$ cat src/rtl/alut_mp_pkg.sv
// Shared register map, interrupt bit indices, command encodings and the
// history FIFO entry layout for the multi-port ALUT register bank.
package alut_mp_pkg;

  // APB byte addresses of the register bank
  typedef enum logic [6:0] {
    ADDR_FRM_D_L        = 7'h00,
    ADDR_FRM_D_U        = 7'h04,
    ADDR_FRM_S_L        = 7'h08,
    ADDR_FRM_S_U        = 7'h0C,
    ADDR_S_PORT         = 7'h10,
    ADDR_D_PORT         = 7'h14,
    ADDR_MAC_L          = 7'h18,
    ADDR_MAC_U          = 7'h1C,
    ADDR_CUR_TIME       = 7'h20,
    ADDR_BB_AGE         = 7'h24,
    ADDR_DIV_CLK        = 7'h28,
    ADDR_COMMAND        = 7'h2C,
    ADDR_STATUS         = 7'h30,
    ADDR_LST_INV_ADDR_L = 7'h34,
    ADDR_LST_INV_ADDR_U = 7'h38,
    ADDR_LST_INV_PORT   = 7'h3C,
    ADDR_FIFO_STAT      = 7'h40,
    ADDR_INT_EN         = 7'h44,
    ADDR_INT_STAT       = 7'h48
  } reg_addr_e;

  // INT_STAT / INT_EN bit positions
  localparam int unsigned INT_REUSED   = 0;
  localparam int unsigned INT_INV_DONE = 1;
  localparam int unsigned INT_OVF      = 2;
  localparam int unsigned INT_CMD_REJ  = 3;
  localparam int unsigned INT_W        = 4;

  // Checker command encodings
  typedef enum logic [1:0] {
    CMD_NONE     = 2'b00,
    CMD_INV_AGED = 2'b01,
    CMD_RSVD2    = 2'b10,
    CMD_RSVD3    = 2'b11
  } cmd_e;

  // Port field is sized for the largest supported switch; narrower
  // configurations use the low PORT_W bits and leave the rest zero.
  localparam int unsigned PORT_MAX_W = 8;

  typedef struct packed {
    logic [47:0]           addr;
    logic [PORT_MAX_W-1:0] port;
  } inv_entry_t;

endpackage

$ cat src/rtl/alut_inv_hist_fifo.sv
// Last-invalidated history FIFO: synchronous, power-of-2 depth, discards a
// push when full (unless a pop happens in the same cycle) and flags it.
module alut_inv_hist_fifo
  import alut_mp_pkg::*;
#(
  parameter int unsigned DEPTH = 4,
  parameter int unsigned LVL_W = $clog2(DEPTH + 1)
) (
  input  logic             pclk,
  input  logic             p_reset,
  input  logic             push,
  input  inv_entry_t       push_data,
  input  logic             pop,
  input  logic             ovf_clr,
  output inv_entry_t       head,
  output logic [LVL_W-1:0] level,
  output logic             full,
  output logic             empty,
  output logic             overflow,
  output logic             ovf_evt
);

  localparam int unsigned AW = $clog2(DEPTH);

  inv_entry_t    mem [DEPTH];
  logic [AW-1:0] wr_ptr;
  logic [AW-1:0] rd_ptr;
  logic          do_push;
  logic          do_pop;

  assign empty   = (level == '0);
  assign full    = (level == LVL_W'(DEPTH));
  assign do_pop  = pop & ~empty;
  // A pop in the same cycle frees a slot, so a push at full still lands
  assign do_push = push & (~full | do_pop);
  assign ovf_evt = push & full & ~do_pop;
  assign head    = mem[rd_ptr];

  // Pointer, level and sticky overflow bookkeeping
  always_ff @(posedge pclk) begin
    if (p_reset) begin
      wr_ptr   <= '0;
      rd_ptr   <= '0;
      level    <= '0;
      overflow <= 1'b0;
    end else begin
      if (do_push) wr_ptr <= wr_ptr + AW'(1);
      if (do_pop)  rd_ptr <= rd_ptr + AW'(1);
      case ({do_push, do_pop})
        2'b10:   level <= level + LVL_W'(1);
        2'b01:   level <= level - LVL_W'(1);
        default: ;
      endcase
      if (ovf_evt)      overflow <= 1'b1;
      else if (ovf_clr) overflow <= 1'b0;
    end
  end

  // Entry storage; contents are only visible when the FIFO is non-empty
  always_ff @(posedge pclk) begin
    if (do_push) mem[wr_ptr] <= push_data;
  end

endmodule

$ cat src/rtl/alut_reg_bank_mp.sv
// APB register bank for the multi-port ALUT: checker configuration, status,
// guarded command pulse, last-invalidated history and maskable interrupt.
module alut_reg_bank_mp
  import alut_mp_pkg::*;
#(
  parameter int unsigned NUM_PORTS  = 4,
  parameter int unsigned PORT_W     = $clog2(NUM_PORTS),
  parameter int unsigned HIST_DEPTH = 4,
  parameter int unsigned DIV_W      = 8,
  parameter logic [31:0] BBA_RST    = 32'hFFFF_FFFF
) (
  input  logic                 pclk,
  input  logic                 p_reset,
  input  logic                 psel,
  input  logic                 penable,
  input  logic                 pwrite,
  input  logic [6:0]           paddr,
  input  logic [31:0]          pwdata,
  input  logic [31:0]          curr_time,
  input  logic                 add_check_active,
  input  logic                 age_check_active,
  input  logic                 inval_in_prog,
  input  logic                 reused,
  input  logic [NUM_PORTS:0]   d_port,
  input  logic [47:0]          lst_inv_addr_nrm,
  input  logic [47:0]          lst_inv_addr_cmd,
  input  logic [PORT_W-1:0]    lst_inv_port_nrm,
  input  logic [PORT_W-1:0]    lst_inv_port_cmd,
  output logic [47:0]          mac_addr,
  output logic [47:0]          d_addr,
  output logic [47:0]          s_addr,
  output logic [PORT_W-1:0]    s_port,
  output logic [31:0]          best_bfr_age,
  output logic [DIV_W-1:0]     div_clk,
  output logic [1:0]           command,
  output logic [31:0]          prdata,
  output logic                 clear_reused,
  output logic                 irq
);

  localparam int unsigned LVL_W = $clog2(HIST_DEPTH + 1);

  logic             read_en;
  logic             write_en;
  logic             active;
  logic             cmd_wr;
  logic             cmd_ok;
  logic             cmd_acc;
  logic             cmd_rej;
  logic [INT_W-1:0] int_en;
  logic [INT_W-1:0] int_stat;
  logic [INT_W-1:0] int_set;
  logic [INT_W-1:0] int_w1c;
  logic [31:0]      rd_mux;

  logic             inval_d;
  logic             inval_fall;
  logic             pend_v;
  logic             cmd_req;
  logic             pend_cap;
  inv_entry_t       pend_entry;
  inv_entry_t       nrm_entry;
  inv_entry_t       cmd_entry;
  inv_entry_t       push_entry;
  inv_entry_t       head;
  logic             fifo_push;
  logic             fifo_pop;
  logic             fifo_full;
  logic             fifo_empty;
  logic             fifo_ovf;
  logic             ovf_evt;
  logic             ovf_clr;
  logic [LVL_W-1:0] fifo_level;
  logic             unused_hi;

  assign read_en      = psel & ~penable & ~pwrite;
  assign write_en     = psel & penable & pwrite;
  assign active       = add_check_active | age_check_active;
  assign clear_reused = read_en & (paddr == ADDR_STATUS) & ~active;

  assign cmd_wr  = write_en & (paddr == ADDR_COMMAND) & (pwdata[1:0] != CMD_NONE);
  assign cmd_ok  = ~active & ~inval_in_prog & (command == CMD_NONE);
  assign cmd_acc = cmd_wr & cmd_ok;
  assign cmd_rej = cmd_wr & ~cmd_ok;

  assign inval_fall = inval_d & ~inval_in_prog;
  assign cmd_req    = inval_fall | pend_v;
  assign fifo_pop   = read_en & (paddr == ADDR_LST_INV_PORT) & ~fifo_empty;
  assign ovf_clr    = write_en & (paddr == ADDR_FIFO_STAT) & pwdata[31];

  // Only one push per cycle: a normal (reused) entry always wins and a
  // colliding command entry waits in the one-deep pending register. A new
  // invalidation end is captured whenever exactly one of reused/pending
  // occupies the push slot this cycle.
  assign pend_cap = inval_fall & (reused ^ pend_v);

  // Build FIFO entries and select the single push source
  always_comb begin
    nrm_entry                   = '0;
    nrm_entry.addr              = lst_inv_addr_nrm;
    nrm_entry.port[PORT_W-1:0]  = lst_inv_port_nrm;
    cmd_entry                   = '0;
    cmd_entry.addr              = lst_inv_addr_cmd;
    cmd_entry.port[PORT_W-1:0]  = lst_inv_port_cmd;
    fifo_push                   = reused | cmd_req;
    if (reused)      push_entry = nrm_entry;
    else if (pend_v) push_entry = pend_entry;
    else             push_entry = cmd_entry;
  end

  // Interrupt set sources and write-one-to-clear mask
  always_comb begin
    int_set               = '0;
    int_set[INT_REUSED]   = reused;
    int_set[INT_INV_DONE] = inval_fall;
    int_set[INT_OVF]      = ovf_evt;
    int_set[INT_CMD_REJ]  = cmd_rej;
    int_w1c               = '0;
    if (write_en && (paddr == ADDR_INT_STAT)) int_w1c = pwdata[INT_W-1:0];
  end

  alut_inv_hist_fifo #(
    .DEPTH (HIST_DEPTH),
    .LVL_W (LVL_W)
  ) u_hist (
    .pclk      (pclk),
    .p_reset   (p_reset),
    .push      (fifo_push),
    .push_data (push_entry),
    .pop       (fifo_pop),
    .ovf_clr   (ovf_clr),
    .head      (head),
    .level     (fifo_level),
    .full      (fifo_full),
    .empty     (fifo_empty),
    .overflow  (fifo_ovf),
    .ovf_evt   (ovf_evt)
  );

  // Upper port-field bits of the head are always zero by construction
  assign unused_hi = ^{head.port, fifo_full};

  // Invalidation edge detect and pending command-entry register
  always_ff @(posedge pclk) begin
    if (p_reset) begin
      inval_d    <= 1'b0;
      pend_v     <= 1'b0;
      pend_entry <= '0;
    end else begin
      inval_d <= inval_in_prog;
      pend_v  <= reused ? cmd_req : (pend_v & inval_fall);
      if (pend_cap) pend_entry <= cmd_entry;
    end
  end

  // Configuration registers, command pulse and interrupt state
  always_ff @(posedge pclk) begin
    if (p_reset) begin
      mac_addr     <= '0;
      d_addr       <= '0;
      s_addr       <= '0;
      s_port       <= '0;
      best_bfr_age <= BBA_RST;
      div_clk      <= '0;
      command      <= CMD_NONE;
      int_en       <= '0;
      int_stat     <= '0;
      irq          <= 1'b0;
    end else begin
      command  <= cmd_acc ? pwdata[1:0] : CMD_NONE;
      int_stat <= (int_stat & ~int_w1c) | int_set;
      irq      <= |(int_stat & int_en);
      if (write_en) begin
        case (paddr)
          ADDR_FRM_D_L: d_addr[31:0]   <= pwdata;
          ADDR_FRM_D_U: d_addr[47:32]  <= pwdata[15:0];
          ADDR_FRM_S_L: s_addr[31:0]   <= pwdata;
          ADDR_FRM_S_U: s_addr[47:32]  <= pwdata[15:0];
          ADDR_S_PORT:  s_port         <= pwdata[PORT_W-1:0];
          ADDR_MAC_L:   mac_addr[31:0] <= pwdata;
          ADDR_MAC_U:   mac_addr[47:32] <= pwdata[15:0];
          ADDR_BB_AGE:  best_bfr_age   <= pwdata;
          ADDR_DIV_CLK: div_clk        <= pwdata[DIV_W-1:0];
          ADDR_INT_EN:  int_en         <= pwdata[INT_W-1:0];
          default: ;
        endcase
      end
    end
  end

  // Read-data multiplexer; unmapped and RO-reserved bits read zero
  always_comb begin
    rd_mux = '0;
    case (paddr)
      ADDR_FRM_D_L:  rd_mux                  = d_addr[31:0];
      ADDR_FRM_D_U:  rd_mux[15:0]            = d_addr[47:32];
      ADDR_FRM_S_L:  rd_mux                  = s_addr[31:0];
      ADDR_FRM_S_U:  rd_mux[15:0]            = s_addr[47:32];
      ADDR_S_PORT:   rd_mux[PORT_W-1:0]      = s_port;
      ADDR_D_PORT:   rd_mux[NUM_PORTS:0]     = d_port;
      ADDR_MAC_L:    rd_mux                  = mac_addr[31:0];
      ADDR_MAC_U:    rd_mux[15:0]            = mac_addr[47:32];
      ADDR_CUR_TIME: rd_mux                  = curr_time;
      ADDR_BB_AGE:   rd_mux                  = best_bfr_age;
      ADDR_DIV_CLK:  rd_mux[DIV_W-1:0]       = div_clk;
      ADDR_COMMAND:  rd_mux[1:0]             = command;
      ADDR_STATUS:   rd_mux[3:0]             = {~fifo_empty, reused, inval_in_prog, active};
      ADDR_LST_INV_ADDR_L: if (!fifo_empty) rd_mux       = head.addr[31:0];
      ADDR_LST_INV_ADDR_U: if (!fifo_empty) rd_mux[15:0] = head.addr[47:32];
      ADDR_LST_INV_PORT: begin
        if (!fifo_empty) begin
          rd_mux[31]           = 1'b1;
          rd_mux[PORT_W-1:0]   = head.port[PORT_W-1:0];
        end
      end
      ADDR_FIFO_STAT: begin
        rd_mux[31]          = fifo_ovf;
        rd_mux[LVL_W-1:0]   = fifo_level;
      end
      ADDR_INT_EN:   rd_mux[INT_W-1:0]       = int_en;
      ADDR_INT_STAT: rd_mux[INT_W-1:0]       = int_stat;
      default: ;
    endcase
  end

  // Registered APB read data, zero outside the read setup cycle
  always_ff @(posedge pclk) begin
    if (p_reset) prdata <= '0;
    else         prdata <= read_en ? rd_mux : '0;
  end

endmodule

$ cat config.mk
export PLATFORM = sky130hd
export DESIGN_NAME = alut_reg_bank_mp
export DESIGN_NICKNAME = d
export VERILOG_FILES = /design/src/rtl/alut_mp_pkg.sv /design/src/rtl/alut_inv_hist_fifo.sv /design/src/rtl/alut_reg_bank_mp.sv
export SDC_FILE = /design/constraint.sdc
export NUM_CORES = 1
export LEC_CHECK = 0
export CAP_MARGIN = 20
export CORE_ASPECT_RATIO = 0.5
export CORE_MARGIN = 4
export CORE_UTILIZATION = 30
export CTS_CLUSTER_DIAMETER = 100
export CTS_CLUSTER_SIZE = 28
export DETAILED_ROUTE_END_ITERATION = 10
export PLACE_DENSITY = 0.51
export SETUP_SLACK_MARGIN = 0.15
export SLEW_MARGIN = 20
export SYNTH_ARGS = -nofsm -noshare
export SYNTH_HDL_FRONTEND = slang
export SYNTH_SLANG_ARGS = --single-unit
export TNS_END_PERCENT = 1
$ cat constraint.sdc
create_clock -name pclk -period 5.3 [get_ports pclk]
set_input_delay 0.53 -clock pclk [delete_from_list [all_inputs] [get_ports pclk]]
set_output_delay 0.53 -clock pclk [all_outputs]
set_load 0.1 [all_outputs]
==> summary.md <==
| Metric | Value |
|---|---|
| Clock skew | 0.0201 ns |
| Die area | 72800 um^2 |
| Status | finished clean |
| Final Cycle Share | 0.648 |
| Total grt overflow | 0 |
| Critical Path Fanout Max | 12 |
| # fillers | 6560 |
| Core ar. | 67300 um^2 |
| Most frequent cells in the layout | nand2_1 (539), clkdlybuf4s50_1 (403), dfxtp_1 (288) |
| Number of global-route vias before repair | 16066 |
| Cell count after placement | 3166 |
| Worst-path cell chain | clkdlybuf4s50_1 -> or4_4 -> nor4_1 -> buf_4 |
| Detailed placement HPWL | 58.1 mm |
| Yosys warns | 0 |
| CP Class | in2out |
| Routability cong. | 0.914 |
| Number of synthesized register bits | 491 |
| # setup viols final | 0 |
| Max_cap viols | 0 |
| Final non-filler cell total | 3202 |
| Post-CTS setup buffers | 0 |
| CTS root buf | clkbuf_16 |
| Clk buf depth | 3 |
| Area added between synthesis and finish | 27.2% |
| Worst ir drop on vdd | 0.000203 V |
| Max Slew Vio Count | 0 |
| Critical-path top delay cell | or4_4 |
| Initial antenna violation count | 2 |
| Max Fclk | 0.291 GHz |
| DR vias | 16757 |
| Wire length per cell | 25.2 um |
| Post-CTS sizing | 0 |
| Final Hold Fails | 0 |
| Post-synth EDFFs | 200 |
| Worst-Margin Slew | 1.15 ns |
| Routed Antenna Nets | 0 |
| Commonest non-fill, non-tap cell in the layout | nand2_1 |
| Hold buffer count at CTS | 0 |
| Async set-reset flop share out of synthesis | 0 |
| Via-per-instance ratio | 5.23 |
| Post-synth cell types | 76 |
| Critical Path Sink Type | output pin |
| Global-route wire length before repair | 114 mm |
| Clock transition at path regs | 0.12 ns |
| Final core utilization | 0.388 |
| RSZ-0062 raised after global routing | no |
| GRT Total Usage | 0.211 |
| Power per Cell Area | 258 nW/um^2 |
| DRT iter0 DRCs | 1867 |
| Post-route DRC violation count | 0 |
| Main synth FF type | dfxtp_1 |
| Required time of the critical path | 4.77 ns |
| Post-Syn Instances | 1967 |
| Fin Setup TNS | 0 ns |
| I/O pin total | 407 |
| Largest net degree at the start of global routing | 179 |
| CP arrival | 2.90 ns |
| Seq/Total Area, Yosys | 0.577 |
| Min Tclk post-route | 3.43 ns |
| Syn_nets | 2157 |
| Syn_area_per_cell | 10.4 um^2 |
| DIE HEIGHT | 193 um |
| Layout Nets | 2482 |
| Rows | 67 |
| CTS H-Tree Depth | 1 |
| Pre-CTS WS | 1.34 ns |
| Leakage | 8.35 nW |
| Footprint of the multi-input gates | 8010 um^2 |
| Share of layout cells above drive strength 1 | 0.0738 |
| Slew HR | 0.229 |
| TritonCTS clock tree | yes |
| Starting density of the core | 0.305 |
| Worst hold path class | in2reg |
| Port bufs | 406 |
| Synth Cell Area | 20500 um^2 |
| Clk sink count | 491 |
| Total wire length | 80.6 mm |
| Chip Width | 378 um |
| Worst setup margin | 1.87 ns |
| Clock Latency Late Sink | 0.58 ns |
| Max incr delay on CP | 0.77 ns |
| Total CTS buffers | 21 |
| Reg area | 11800 um^2 |
| DRT Pass-1 Iters | 7 |
| CP Launch Type | input port |
power by group:
part           leakage [nW]  internal (mW)  switching, mW
sequential             4.21           4.08         0.0388
clock                 0.283          0.756           1.22
combinational          3.86          0.261          0.391
total                  8.35           5.10           1.65
Yosys cell counts (6+ instances only):
cell type,number,area share
a21oi_1,230,0.056
a222oi_1,35,0.017
a22o_1,10,0.0043
a22oi_1,47,0.017
a31oi_1,6,0.0018
and3_1,9,0.0027
buf_1,7,0.0013
buf_2,46,0.011
clkbuf_1,93,0.017
dfxtp_1,291,0.28
edfxtp_1,200,0.29
inv_1,11,0.0020
mux2_2,8,0.0044
mux2i_1,80,0.039
mux4_2,50,0.055
nand2_1,540,0.099
nand3_1,44,0.011
nor2_1,55,0.010
nor2b_1,9,0.0027
nor3_1,11,0.0027
o21ai_0,67,0.016
o22ai_1,7,0.0021
final timing paths:
| path | slack, ns | end | depth (start not counted) | start |
|---|---|---|---|---|
| hold reg to reg | 0.46 | pend_entry[8] | 2 | pend_entry[8] |
| setup / recovery | 1.87 | clear_reused | 4 | paddr[1] |
| setup reg to reg | 2.46 | prdata[7] | 5 | flip-flop |
| hold / removal | 0.33 | int_en[0] | 2 | p_reset |
routing by layer:
| layer | GRT usage | share of wire | vias to the layer above |
|---|---|---|---|
| li1 | - | - | 7705 |
| met1 | 0.281 | 0.42 | 8337 |
| met2 | 0.348 | 0.48 | 599 |
| met3 | 0.0377 | 0.065 | 116 |
| met4 | 0.0710 | 0.036 | 0 |
| met5 | 0 | 0 | - |
critical path: cells and delay by family:
family | cells | cell delay [ns]
buffers and inverters | 2 | 1.04
AND/OR/NAND/NOR | 2 | 1.32
flip-flops by register name (all words and copies together) (netlist names), 2 cells and up, named ones only:
register / count
u_hist.rd_ptr: 2
int_stat: 4
pend_entry: 50
int_en: 4
d_addr: 48
mac_addr: 48
s_port: 2
u_hist.mem: 200
prdata: 32
u_hist.level: 3
s_addr: 48
best_bfr_age: 32
div_clk: 8
u_hist.wr_ptr: 2
command: 2
through the flow:
| stage | instance area, um^2 | hold WS (ns) | total power [mW] |
|---|---|---|---|
| 2_1_floorplan | 20500 | 0.436 | 4.50 |
| 3_3_place_gp | 25500 | 0.441 | 4.86 |
| 3_5_place_dp | 25500 | 0.446 | 4.86 |
| 4_1_cts | 26100 | 0.337 | 6.81 |
| 5_1_grt | 26100 | 0.336 | 6.99 |
| 6_report | 26100 | 0.329 | 6.74 |
layout make-up:
class                           count  area share
Clock inverter                      3    0.000911
Inverter                           12     0.00173
Sequential cell                   491       0.454
Timing Repair Buffer              454       0.172
Tap cell                          897      0.0430
Clock buffer                       30      0.0214
Antenna cell                        3    0.000288
Multi-Input combinational cell   1312       0.307
cells by family after synthesis:
group / synth area share
fa+ha+maj: 0.00342
xor+xnor: 0.00214
buf+inv: 0.0343
simple gates: 0.150
compound gates: 0.135
flops: 0.577
mux: 0.0984
No activity file was read; power rests on OpenSTA's default activity.
